$ cat config.mk
export PLATFORM = sky130hd
export DESIGN_NAME = afe2256_sample_reconstructor
export DESIGN_NICKNAME = d
export VERILOG_FILES = /design/src/rtl/afe2256_lvds_pkg.sv /design/src/rtl/afe2256_sample_fifo.sv /design/src/rtl/afe2256_sample_reconstructor.sv
export SDC_FILE = /design/constraint.sdc
export NUM_CORES = 1
export LEC_CHECK = 0
export CAP_MARGIN = 0
export CORE_UTILIZATION = 60
export CTS_BUF_LIST = sky130_fd_sc_hd__clkbuf_4 sky130_fd_sc_hd__clkbuf_8 sky130_fd_sc_hd__clkbuf_16
export CTS_CLUSTER_SIZE = 24
export DETAILED_ROUTE_END_ITERATION = 12
export PLACE_DENSITY = 0.82
export SLEW_MARGIN = 20
export SYNTH_ARGS = -nofsm -noshare
export SYNTH_HDL_FRONTEND = slang
export SYNTH_HIERARCHICAL = 1
export SYNTH_SLANG_ARGS = --single-unit
$ cat constraint.sdc
create_clock -name clkdiv -period 6.5 [get_ports clkdiv]
set_clock_uncertainty 0.15 [all_clocks]
set_input_delay 1.625 -clock clkdiv [delete_from_list [all_inputs] [get_ports clkdiv]]
set_output_delay 1.625 -clock clkdiv [all_outputs]
set_load 0.01 [all_outputs]
$ cat src/rtl/afe2256_lvds_pkg.sv
// Shared types and defaults for the AFE2256 LVDS receive path.
package afe2256_lvds_pkg;

   typedef enum logic [1:0] {
      WAIT_ALIGN = 2'd0,
      WAIT_FRAME = 2'd1,
      ASSEMBLE   = 2'd2
   } recon_state_t;

   localparam int unsigned AFE2256_NIBBLE_W         = 4;
   localparam int unsigned AFE2256_SAMPLE_BITS      = 16;
   localparam int unsigned AFE2256_SAMPLES_PER_LINE = 256;

endpackage

$ cat src/rtl/afe2256_sample_fifo.sv
// First-word-fall-through FIFO: the head entry is visible on rdata_o whenever empty_o is low.
module afe2256_sample_fifo #(
   parameter  int unsigned WIDTH = 24,
   parameter  int unsigned DEPTH = 8,
   localparam int unsigned AW    = $clog2(DEPTH),
   localparam int unsigned LW    = AW + 1
) (
   input  logic             clkdiv,
   input  logic             rst_n,
   input  logic             push_i,
   input  logic [WIDTH-1:0] wdata_i,
   input  logic             pop_i,
   input  logic             flush_i,
   output logic [WIDTH-1:0] rdata_o,
   output logic [LW-1:0]    level_o,
   output logic             full_o,
   output logic             empty_o
);

   logic [WIDTH-1:0] mem_q [DEPTH];
   logic [LW-1:0]    wr_ptr_q;
   logic [LW-1:0]    rd_ptr_q;
   logic             wr_en;
   logic             rd_en;

   // Pointers carry one extra wrap bit so full and empty are distinguishable.
   assign level_o = wr_ptr_q - rd_ptr_q;
   assign full_o  = (level_o == LW'(DEPTH));
   assign empty_o = (level_o == '0);
   assign rd_en   = pop_i & ~empty_o & ~flush_i;
   assign wr_en   = push_i & (~full_o | rd_en) & ~flush_i;
   assign rdata_o = mem_q[rd_ptr_q[AW-1:0]];

   always_ff @(posedge clkdiv) begin
      if (wr_en) begin
         mem_q[wr_ptr_q[AW-1:0]] <= wdata_i;
      end
   end

   always_ff @(posedge clkdiv or negedge rst_n) begin
      if (!rst_n) begin
         wr_ptr_q <= '0;
         rd_ptr_q <= '0;
      end else if (flush_i) begin
         wr_ptr_q <= '0;
         rd_ptr_q <= '0;
      end else begin
         if (wr_en) wr_ptr_q <= wr_ptr_q + LW'(1);
         if (rd_en) rd_ptr_q <= rd_ptr_q + LW'(1);
      end
   end

endmodule

$ cat src/rtl/afe2256_sample_reconstructor.sv
// Assembles framed DDR nibbles into line-indexed ADC samples and queues them for the merger.
// Define AFE2256_RAMP_CHECK_EN to add the ramp_err_cnt_o test-pattern checker.
module afe2256_sample_reconstructor
   import afe2256_lvds_pkg::*;
#(
   parameter  int unsigned SAMPLE_BITS      = AFE2256_SAMPLE_BITS,
   parameter  int unsigned SAMPLES_PER_LINE = AFE2256_SAMPLES_PER_LINE,
   parameter  int unsigned FIFO_DEPTH       = 8,
   localparam int unsigned NPS   = SAMPLE_BITS / AFE2256_NIBBLE_W,
   localparam int unsigned CNT_W = $clog2(NPS),
   localparam int unsigned IDX_W = $clog2(SAMPLES_PER_LINE),
   localparam int unsigned LVL_W = $clog2(FIFO_DEPTH) + 1
) (
   input  logic                        clkdiv,
   input  logic                        rst_n,
   input  logic [AFE2256_NIBBLE_W-1:0] din_i,
   input  logic                        din_valid_i,
   input  logic                        frame_sync_i,
   input  logic                        bit_aligned_i,
   output logic [SAMPLE_BITS-1:0]      sample_data_o,
   output logic [IDX_W-1:0]            sample_idx_o,
   output logic                        line_start_o,
   output logic                        line_end_o,
   output logic                        sample_valid_o,
   input  logic                        sample_ready_i,
   output logic [LVL_W-1:0]            fifo_level_o,
   output logic                        frame_err_o,
`ifdef AFE2256_RAMP_CHECK_EN
   output logic [15:0]                 ramp_err_cnt_o,
`endif
   output logic                        overflow_o
);

   localparam int unsigned NW = AFE2256_NIBBLE_W;

   recon_state_t           state_q;
   logic [CNT_W-1:0]       cnt_q;
   logic [SAMPLE_BITS-1:0] sr_q;
   logic [IDX_W-1:0]       idx_q;
   logic                   frame_err_q;
   logic                   overflow_q;

   logic [SAMPLE_BITS-1:0]       sr_d;
   logic [SAMPLE_BITS-1:0]       sr_first_d;
   logic [SAMPLE_BITS-1:0]       sample_d;
   logic                         push_d;
   logic                         pop_d;
   logic                         drop_d;
   logic                         fifo_full;
   logic                         fifo_empty;
   logic [SAMPLE_BITS+IDX_W-1:0] fifo_head;

   // Nibble lands at the slot selected by cnt_q, MSB-first.
   always_comb begin
      sr_d = sr_q;
      for (int k = 0; k < NPS; k++) begin
         if (cnt_q == CNT_W'(k)) sr_d[SAMPLE_BITS-1-NW*k -: NW] = din_i;
      end
   end

   assign sr_first_d = {din_i, sr_q[SAMPLE_BITS-NW-1:0]};
   assign sample_d   = {sr_q[SAMPLE_BITS-1:NW], din_i};
   assign push_d     = bit_aligned_i && (state_q == ASSEMBLE) && din_valid_i &&
                       !frame_sync_i && (cnt_q == CNT_W'(NPS-1));
   assign pop_d      = ~fifo_empty & sample_ready_i;
   assign drop_d     = push_d & fifo_full & ~pop_d;

   always_ff @(posedge clkdiv or negedge rst_n) begin
      if (!rst_n) begin
         state_q     <= WAIT_ALIGN;
         cnt_q       <= '0;
         sr_q        <= '0;
         idx_q       <= '0;
         frame_err_q <= 1'b0;
         overflow_q  <= 1'b0;
      end else begin
         frame_err_q <= 1'b0;
         if (!bit_aligned_i) begin
            state_q    <= WAIT_ALIGN;
            cnt_q      <= '0;
            sr_q       <= '0;
            idx_q      <= '0;
            overflow_q <= 1'b0;
         end else begin
            if (drop_d) overflow_q <= 1'b1;
            case (state_q)
               WAIT_ALIGN: state_q <= WAIT_FRAME;
               WAIT_FRAME: begin
                  if (din_valid_i && frame_sync_i) begin
                     sr_q    <= sr_first_d;
                     cnt_q   <= CNT_W'(1);
                     state_q <= ASSEMBLE;
                  end
               end
               ASSEMBLE: begin
                  if (din_valid_i) begin
                     if (frame_sync_i) begin
                        // A mid-sample sync discards the partial sample and restarts here.
                        frame_err_q <= (cnt_q != '0);
                        sr_q        <= sr_first_d;
                        cnt_q       <= CNT_W'(1);
                     end else if (cnt_q == '0) begin
                        frame_err_q <= 1'b1;
                        state_q     <= WAIT_FRAME;
                     end else if (push_d) begin
                        cnt_q <= '0;
                        idx_q <= (idx_q == IDX_W'(SAMPLES_PER_LINE-1)) ? '0 : idx_q + IDX_W'(1);
                     end else begin
                        sr_q  <= sr_d;
                        cnt_q <= cnt_q + CNT_W'(1);
                     end
                  end
               end
               default: state_q <= WAIT_ALIGN;
            endcase
         end
      end
   end

   afe2256_sample_fifo #(
      .WIDTH (SAMPLE_BITS + IDX_W),
      .DEPTH (FIFO_DEPTH)
   ) u_fifo (
      .clkdiv  (clkdiv),
      .rst_n   (rst_n),
      .push_i  (push_d),
      .wdata_i ({sample_d, idx_q}),
      .pop_i   (pop_d),
      .flush_i (~bit_aligned_i),
      .rdata_o (fifo_head),
      .level_o (fifo_level_o),
      .full_o  (fifo_full),
      .empty_o (fifo_empty)
   );

   assign sample_valid_o = ~fifo_empty;
   assign sample_data_o  = fifo_empty ? '0 : fifo_head[SAMPLE_BITS+IDX_W-1:IDX_W];
   assign sample_idx_o   = fifo_empty ? '0 : fifo_head[IDX_W-1:0];
   assign line_start_o   = ~fifo_empty && (fifo_head[IDX_W-1:0] == '0);
   assign line_end_o     = ~fifo_empty && (fifo_head[IDX_W-1:0] == IDX_W'(SAMPLES_PER_LINE-1));
   assign frame_err_o    = frame_err_q;
   assign overflow_o     = overflow_q;

`ifdef AFE2256_RAMP_CHECK_EN
   logic [SAMPLE_BITS-1:0] ramp_ref_q;
   logic                   ramp_have_ref_q;
   logic [15:0]            ramp_err_cnt_q;
   logic                   ramp_wr_d;
   logic                   ramp_rearm_d;

   assign ramp_wr_d    = push_d & ~drop_d;
   // Any entry into WAIT_FRAME means the next sample only seeds the reference.
   assign ramp_rearm_d = (state_q == WAIT_ALIGN) ||
                         ((state_q == ASSEMBLE) && din_valid_i && !frame_sync_i && (cnt_q == '0));

   always_ff @(posedge clkdiv or negedge rst_n) begin
      if (!rst_n) begin
         ramp_ref_q      <= '0;
         ramp_have_ref_q <= 1'b0;
         ramp_err_cnt_q  <= '0;
      end else if (!bit_aligned_i) begin
         ramp_ref_q      <= '0;
         ramp_have_ref_q <= 1'b0;
         ramp_err_cnt_q  <= '0;
      end else if (ramp_rearm_d) begin
         ramp_have_ref_q <= 1'b0;
      end else if (ramp_wr_d) begin
         ramp_ref_q      <= sample_d;
         ramp_have_ref_q <= 1'b1;
         if (ramp_have_ref_q && (sample_d != ramp_ref_q + SAMPLE_BITS'(1)) &&
             (ramp_err_cnt_q != 16'hFFFF)) begin
            ramp_err_cnt_q <= ramp_err_cnt_q + 16'd1;
         end
      end
   end

   assign ramp_err_cnt_o = ramp_err_cnt_q;
`endif

endmodule

==> flow_summary.ini <==
[outcome]
status = finished, final reports clean

[setup_path]
r2r-start = u_fifo/rd_ptr_q[0]
cp_max_fo = 28
worstPathRequired_ns = 4.72
crit_type = reg2out
cp-start-kind = flop
critical_path.startpoint = u_fifo/rd_ptr_q[0]
end_kind = output pin
arrival_ns = 3.95

[cts]
postCtsHoldBufs = 0
cts-root-buf = clkbuf_16
clock_latency_ns = 0.50
h-tree-depth = 1
clock_path_buffers = 3
cts_made_buffers = 23
cts_resized = 0
clock_sinks = 226
post-cts-setup-buffers = 0
clk_pin_slew_worst_paths_ns = 0.06
cts_tree = done

[place]
dp_cells = 821
gp_congestion = 0.844
hpwlAfterDp_mm = 10.7
io_buffers = 42

[yosys]
syn_nets = 600
synth_area_um2 = 9440
netlist-cell-type-count = 47
synth_cells = 579
syn_area_per_cell_um2 = 16.3
yosysTopAreaCell = edfxtp_1
netlist_top_cells_area = edfxtp_1 61%, mux4_2 11%, dfrtp_1 9.0%, nand2_1 3.9%, mux2i_1 1.9%
synth-edff-count = 192
ys_warn_count = 6
ys_seq_area_frac = 0.701
synthArstFlopShare = 0.150
ys_ff_latch = 226
synthFlopType = edfxtp_1
yosys.area.top_type_share = 0.611

[detailed_routing]
post_drt_wl_per_cell_um = 21.7
routed_wl_mm = 18.7
drcViolationCount = 0
ant_nets = 0
via_per_inst = 6.07
dr.pass1.iters = 5
vias = 5224
drtIter0Drc = 520

[power_and_ir_drop]
pwr-share-comb = 0.013
ir_drop_mv = 0.216
pwr-share-clk = 0.441
power.internal_uw = 2320
p_leak_uw = 0.00363
p_sw_uw = 545
p_seq_frac = 0.546
powerDensity_nw_per_um2 = 263
switching_share = 0.190
total_power_uw = 2860

[global_route]
grt_pass1_vias = 5488
grt_start_max_net_pins = 52
grt_first_pass_wirelength_mm = 29.8
grt_usage = 0.246
overflow = 0
antenna_found_initial = 0

[timing]
hold-worst-slack_ns = 0.423
worst_pin_slew_ns = 0.896
max_slew_margin = 0.401
setup_tns_ns = 0
period_minus_slack_ns = 5.72
timing.fmax_mhz = 175
setup_violations = 0
post-route-period-util = 0.881
rsz0062_at_grt = false
finalMaxSlewViolations = 0
hold_viol = 0

[floorplan]
start_util = 0.619
fp.dieW_um = 127
fp.dieH_um = 127
num_rows = 45
num_io_pins = 43
dieArea_um2 = 16200
core_area_um2 = 15300

[cells_and_area]
drive_gt1_frac = 0.191
fin_cells = 861
mostFrequentLayoutCell = edfxtp_1
layout_common_cells = 192 x edfxtp_1, 97 x nand2_1, 48 x mux4_2, 41 x clkdlybuf4s50_1, 32 x dfrtp_1
n_fill_cell = 909
finalNetCount = 656
synthToLayoutAreaGrowth_pct = 15.3
antenna_cells = 0

[hold_path]
holdCritPathClass = reg2reg
hp-start = overflow_o

[job]
cap_violations = 0
[per-layer routing]
metal	track usage	part of all wire	vias up
met5	0	0	-
met4	0.0875	0.025	0
met3	0.0410	0.064	42
met2	0.423	0.52	205
met1	0.320	0.39	2665
li1	-	-	2312
[power groups by stage]
| stage | sequential, uW | clock (uW) | combinational (uW) |
|---|---|---|---|
| floorplan | 1590 | 0 | 19.2 |
| global placement | 1590 | 0 | 34.9 |
| detailed placement | 1600 | 0 | 37.3 |
| CTS | 1570 | 1280 | 37.8 |
| global route | 1560 | 1340 | 41.5 |
| finish | 1570 | 1260 | 37.4 |
[cell families (layout without fill, tap and decap cells)]
kind of cell,Yosys count,after routing,synth area share
flops,226,226,0.701
simple gates,195,195,0.0986
mux,66,66,0.134
buf+inv,43,114,0.0204
compound gates,30,30,0.0235
fa+ha+maj,11,11,0.0154
xor+xnor,8,8,0.00742
[flip-flops by register name, summed over array words and instances (netlist names)]
name / cells
state_q: 2
idx_q: 8
u_fifo/wr_ptr_q: 4
u_fifo/mem_q: 192
sr_q: 12
frame_err_o: 1
cnt_q: 2
overflow_o: 1
u_fifo/rd_ptr_q: 4
[critical path, stage by stage (launching register included)]
cell,delay [ns]
dfrtp_4,0.79
ha_1,0.27
inv_1,0.06
fa_1,0.37
xor2_1,0.17
or3_4,0.39
nor2_2,0.49
buf_4,0.33
nor2b_1,0.08
clkdlybuf4s50_1,0.48
[metrics by stage]
step	setup WS (ns)	util	cell area, um^2
4_1_cts	0.707	0.713	10900
3_5_place_dp	1.24	0.666	10200
3_3_place_gp	1.32	0.666	10200
5_1_grt	0.516	0.713	10900
2_1_floorplan	0.833	-	9440
6_report	0.776	0.713	10900
[cell usage after synthesis (2+ instances only)]
| master | count |
|---|---|
| nor4_1 | 8 |
| buf_6 | 2 |
| ha_1 | 10 |
| nor2b_1 | 26 |
| nand3_1 | 12 |
| inv_1 | 15 |
| edfxtp_1 | 192 |
| nor3_1 | 8 |
| xnor2_1 | 5 |
| nor3b_1 | 2 |
| nor2_1 | 21 |
| a21o_1 | 2 |
| nand2_1 | 97 |
| nand4_1 | 2 |
| or3_1 | 4 |
| o21ai_0 | 3 |
| mux4_2 | 48 |
| clkbuf_1 | 16 |
| nand2b_1 | 3 |
| a21oi_1 | 14 |
| or4_1 | 3 |
| mux2i_1 | 18 |
| buf_2 | 5 |
| buf_1 | 3 |
| o31ai_1 | 2 |
| xor2_1 | 3 |
| nand3b_1 | 2 |
| dfrtp_1 | 34 |
[path summary, 6_finish.rpt]
| path | slack [ns] | to | cells past startpoint |
|---|---|---|---|
| max reg2reg | 1.98 | u_fifo/mem_q[3][6] | 10 |
| min reg2reg | 0.42 | overflow_o | 1 |
| min | 0.42 | overflow_o | 1 |
| max | 0.78 | sample_data_o[15] | 9 |
| max in group asynchronous | 4.51 | u_fifo/rd_ptr_q[0] | 1 |
| min in group asynchronous | 1.08 | idx_q[2] | 1 |
[cell type report]
| class | count | area (um^2) | area share |
|---|---|---|---|
| Multi-Input combinational cell | 310 | 2680 | 0.246 |
| Clock inverter | 13 | 119 | 0.0109 |
| Inverter | 16 | 60.1 | 0.00552 |
| Sequential cell | 226 | 6620 | 0.608 |
| Timing Repair Buffer | 58 | 536 | 0.0492 |
| Clock buffer | 27 | 606 | 0.0557 |
| Tap cell | 211 | 264 | 0.0243 |
Power figures use the tool's default switching activity.
==> RTL change 1, RTL diff (config.mk and constraints unchanged) <==
The parameter `FIFO_DEPTH` goes from 8 to 16.
--- a/src/rtl/afe2256_sample_reconstructor.sv
+++ b/src/rtl/afe2256_sample_reconstructor.sv
@@ -7,3 +7,3 @@
    parameter  int unsigned SAMPLES_PER_LINE = AFE2256_SAMPLES_PER_LINE,
-   parameter  int unsigned FIFO_DEPTH       = 8,
+   parameter  int unsigned FIFO_DEPTH       = 16,
    localparam int unsigned NPS   = SAMPLE_BITS / AFE2256_NIBBLE_W,
Ports: changed (resized fifo_level_o); port bits go from 43 to 44. No check against the original RTL was run, so the function may have changed too.
==> RTL change 1 against the unedited design <==
  * Sequential power up 87%
  * Routed wire length increased by 95%
  * Critical path depth unchanged
  * Total power is 87% higher
  * Worst setup slack worse by 0.18 ns
  * Synthesized area is 80% higher
  * Sequential cell count is 194 higher
  * Cell area rose by 77%
==> RTL change 1: results (changes against the unedited design) <==
stage,metric,value,unit,change
global_routing,vias in the first global route,8865,,was 5488
place,hpwl dp,18.50,mm,was 10.68 mm
global_routing,All-Layer GR Usage,26.84,%,was 24.60%
clock_tree,clock latency on the worst-skew pair,0.53,ns,was 0.50 ns
worst_setup_path,CP top delay family,buffers and inverters,,was simple AND/OR/NAND/NOR gates
power_and_ir_drop,Pleak,6.140,nW,was 3.630 nW
synthesis,ys async rst share,8.571,%,was 15.04%
place,placed cell areas,17910,um^2,was 10160 um^2
global_routing,largest net degree at the start of global routing,62,,was 52
synthesis,post-synthesis sequential area ratio,73.32,%,was 70.10%
global_routing,first-pass GRT wire length,54.89,mm,was 29.85 mm
synthesis,top post-synthesis cells by area,"edfxtp_1 68%, mux4_2 16%, dfrtp_1 5.3%",,"was edfxtp_1 61%, mux4_2 11%, dfrtp_1 9.0%"
finish,non-filler instance count after layout,1301,,was 861
synthesis,Cell variety after synth,50,,was 47
routing,Initial DRC Count,755,,was 520
synthesis,syn avg cell area,20.65,um^2,was 16.30 um^2
routing,final wirelength,36.54,mm,was 18.72 mm
place,IO Port Bufs,43,,was 42
worst_setup_path,crit-path max FO,26,,was 28
run_status,status,completed,,unchanged
finish,number of flip-flops in the largest register,384,,was 192
synthesis,"EDFF count, synth",384,,was 192
synthesis,Synth top cells by count,"384 x edfxtp_1, 120 x mux4_2, 36 x dfrtp_1, 26 x nand2_1, 26 x nor2b_1",,"was 192 x edfxtp_1, 97 x nand2_1, 48 x mux4_2, 34 x dfrtp_1, 26 x nor2b_1"
sta,Worst-Margin Slew,1.149,ns,was 0.8960 ns
clock_tree,H-tree levels,2,,was 1
==> RTL change 1: cell families after synthesis <==
group	Yosys count	share of synthesized area [%]
AO/OA/AOI/OAI	40	1.697
XOR/XNOR	7	0.3616
adder cells (fa/ha/maj)	15	1.151
buffers and inverters	59	1.800
flip-flops	420	73.32
multiplexers	136	16.89
AND/OR/NAND/NOR	144	4.781
==> RTL change 1: final timing paths <==
path / endpoint / from / depth (start not counted) / slack (ns)
min in group asynchronous: frame_err_o / rst_n / 1 / 1.07
max in group asynchronous: u_fifo/rd_ptr_q[0] / rst_n / 1 / 4.46
hold reg to reg: overflow_o / overflow_o / 1 / 0.37
hold / removal: overflow_o / overflow_o / 1 / 0.37
setup / recovery: sample_data_o[1] / u_fifo/rd_ptr_q[0] / 9 / 0.59
setup reg to reg: u_fifo/mem_q[15][22] / u_fifo/rd_ptr_q[0] / 12 / 1.05
==> RTL change 1: power by group <==
group	total [W]	leakage (nW)	internal [W]	switching (W)
registers	0.00293	4.04	0.00292	0.00000646
clock network	0.00239	0.687	0.00142	0.000966
logic	0.0000422	1.42	0.0000127	0.0000295
total	0.00536	6.14	0.00436	0.00100
==> RTL change 1: final cells by class <==
cell class | instances | area, um^2
Clock buffer | 62 | 1256
Tap cell | 378 | 473.0
Timing Repair Buffer | 67 | 605.6
Inverter | 18 | 67.56
Sequential cell | 420 | 12440
Fill cell | 1701 | 8486
Multi-Input combinational cell | 342 | 4320
Clock inverter | 14 | 133.9
==> RTL change 1: routing by layer <==
metal  global-route usage (%)  up-vias  wire, um
met5                        0        -         0
met3                    5.233       92      2624
met4                    10.11        0      1148
li1                         -     3519         -
met1                    35.24     4423     13920
met2                    45.03      395     18850
==> RTL change 2, RTL diff (config.mk and constraints unchanged) <==
Made on the original files. The 3 states of `recon_state_t` get a one-hot encoding in 3 bits.
--- a/src/rtl/afe2256_lvds_pkg.sv
+++ b/src/rtl/afe2256_lvds_pkg.sv
@@ -3,6 +3,6 @@
 
-   typedef enum logic [1:0] {
-      WAIT_ALIGN = 2'd0,
-      WAIT_FRAME = 2'd1,
-      ASSEMBLE   = 2'd2
+   typedef enum logic [2:0] {
+      WAIT_ALIGN = 3'b001,
+      WAIT_FRAME = 3'b010,
+      ASSEMBLE   = 3'b100
    } recon_state_t;
Check against the original RTL: no difference found for any inputs over 4 cycles, from zero or initial values and one cycle with rst_n low; so few cycles prove little.
==> RTL change 2 against the unedited design <==
  * Register-to-register slack got worse by 0.04 ns
  * Critical path type unchanged
  * Worst setup slack improved by 0.12 ns
  * Cell area increased by 1.3%
  * Via count grew 6.4%
  * Highest routed layer unchanged
  * Die area grew 1.4%
  * Critical path depth up 3
  * Routed wire length grew 12%
  * Total power is 0.14% lower
  * Sequential cell count is 1 higher
  * First-iteration DRC count increased by 14%
  * Synthesized area increased by 1.4%
  * Largest cell class unchanged
  * Combinational power increased by 37%
  * Critical endpoint is now line_end_o
==> RTL change 2: results (changes against the unedited design) <==
stage,metric,value,unit,change
routing,routed length on met2,10.37,mm,was 9.810 mm
routing,met1 WL,8.289,mm,was 7.248 mm
run_status,status,completed,,unchanged
place,pre-CTS setup slack,1.174,ns,was 1.240 ns
routing,WL met3,1.522,mm,was 1.200 mm
synthesis,post-synthesis sequential area ratio,69.43,%,was 70.10%
power_and_ir_drop,Pleak,3.859,nW,was 3.630 nW
synthesis,syn nets,620,,was 600
routing,final wirelength,20.92,mm,was 18.72 mm
global_routing,first-pass GRT wire length,32.64,mm,was 29.85 mm
worst_setup_path,crit-path max FO,29,,was 28
clock_tree,CTS Buf Count,22,,was 23
synthesis,Synth top cells by count,"192 x edfxtp_1, 93 x nand2_1, 48 x mux4_2, 34 x dfrtp_1, 26 x nor2b_1",,"was 192 x edfxtp_1, 97 x nand2_1, 48 x mux4_2, 34 x dfrtp_1, 26 x nor2b_1"
place,hpwl dp,11.96,mm,was 10.68 mm
finish,fillcell total,886,,was 909
global_routing,Global Route met3 Usage,3.673,%,was 4.104%
worst_setup_path,Worst Path Arrival,3.83,ns,was 3.95 ns
synthesis,Cell variety after synth,58,,was 47
power_and_ir_drop,switching power,0.0005623,W,was 0.0005453 W
power_and_ir_drop,maximum vdd drop,0.0001921,V,was 0.0002163 V
synthesis,top post-synthesis cells by area,"edfxtp_1 60%, mux4_2 11%, dfrtp_1 8.9%",,"was edfxtp_1 61%, mux4_2 11%, dfrtp_1 9.0%"
global_routing,Global Route met2 Usage,44.58,%,was 42.33%
sta,max_slew headroom,25.81,%,was 40.08%
routing,Initial DRC Count,593,,was 520
global_routing,met1 global-route usage,37.07,%,was 32.00%
## RTL change 2: changes by cell type in the layout (fill, tap and decap cells not counted), moves of 3 or more
cell / change
nand3_1: +10
mux2i_1: -7
and2_1: +4
nand2_1: -4
buf_4: -3
clkbuf_4: +3
clkinv_2: -3
nand4_1: +3
o21ai_0: +3
o22ai_1: +3
xnor2_1: -3
## RTL change 2: worst max-delay path: stages, from the launching register on
cell and delay, ns:
dfrtp_2 0.82, inv_1 0.18, ha_1 0.33, and3b_2 0.23, nor3_2 0.29, nor2_1 0.12
inv_1 0.10, nor2_2 0.05, buf_4 0.23, nor2b_1 0.20, nand2_1 0.08, nor2_1 0.12
clkdlybuf4s50_1 0.56
## RTL change 2: through the flow
stage | cell area [um^2] | power, W | util, % | hold WS [ns] | instances
floorplan | 9568 | 0.001646 | - | 0.3808 | 599
global placement | 10320 | 0.001665 | 67.16 | 0.3340 | 839
detailed placement | 10320 | 0.001670 | 67.16 | 0.3595 | 839
CTS | 11020 | 0.002874 | 71.71 | 0.3840 | 879
global route | 11020 | 0.002929 | 71.71 | 0.3984 | 879
finish | 11020 | 0.002861 | 71.71 | 0.3844 | 879
## RTL change 2: cell families (layout without fill, tap and decap cells)
kind of cell             after synthesis  after routing  share of synthesized area (%)
buffers and inverters                 44            113                          1.831
AND/OR/NAND/NOR                      211            211                          11.01
XOR/XNOR                               7              7                         0.6408
AO/OA/AOI/OAI                         40             40                          3.125
adder cells (fa/ha/maj)               11             11                          1.517
multiplexers                          59             59                          12.45
flip-flops                           227            227                          69.43
## RTL change 2: worst paths after layout
path / startpoint / to / slack, ns / cells past startpoint
worst max-delay path: u_fifo/rd_ptr_q[1] / line_end_o / 0.89 / 12
worst min-delay path: overflow_o / overflow_o / 0.38 / 1
worst max register to register: u_fifo/rd_ptr_q[1] / u_fifo/mem_q[2][23] / 1.94 / 11
worst min register to register: overflow_o / overflow_o / 0.38 / 1
max in group asynchronous: rst_n / u_fifo/rd_ptr_q[0] / 4.53 / 1
min in group asynchronous: rst_n / u_fifo/wr_ptr_q[1] / 1.08 / 1
## RTL change 2: power groups by stage
| stage | combinational, W | clock, W | sequential [W] |
|---|---|---|---|
| after global routing | 0.0000564 | 0.00128 | 0.00159 |
| after CTS | 0.0000511 | 0.00123 | 0.00159 |
| after detailed placement | 0.0000504 | 0 | 0.00162 |
| final | 0.0000514 | 0.00122 | 0.00159 |
| after global placement | 0.0000472 | 0 | 0.00162 |
| after floorplan | 0.0000339 | 0 | 0.00161 |
## RTL change 2: area by class of cell
cell class                 instances  area, um^2  area share (%)
clock buffer                      32       655.6           5.948
inverter                          16       60.06          0.5448
clock inverter                     8       45.04          0.4086
tap                              211       264.0           2.395
sequential                       227        6648           60.31
timing repair buffer              57       553.0           5.017
multi-input combinational        328        2798           25.38
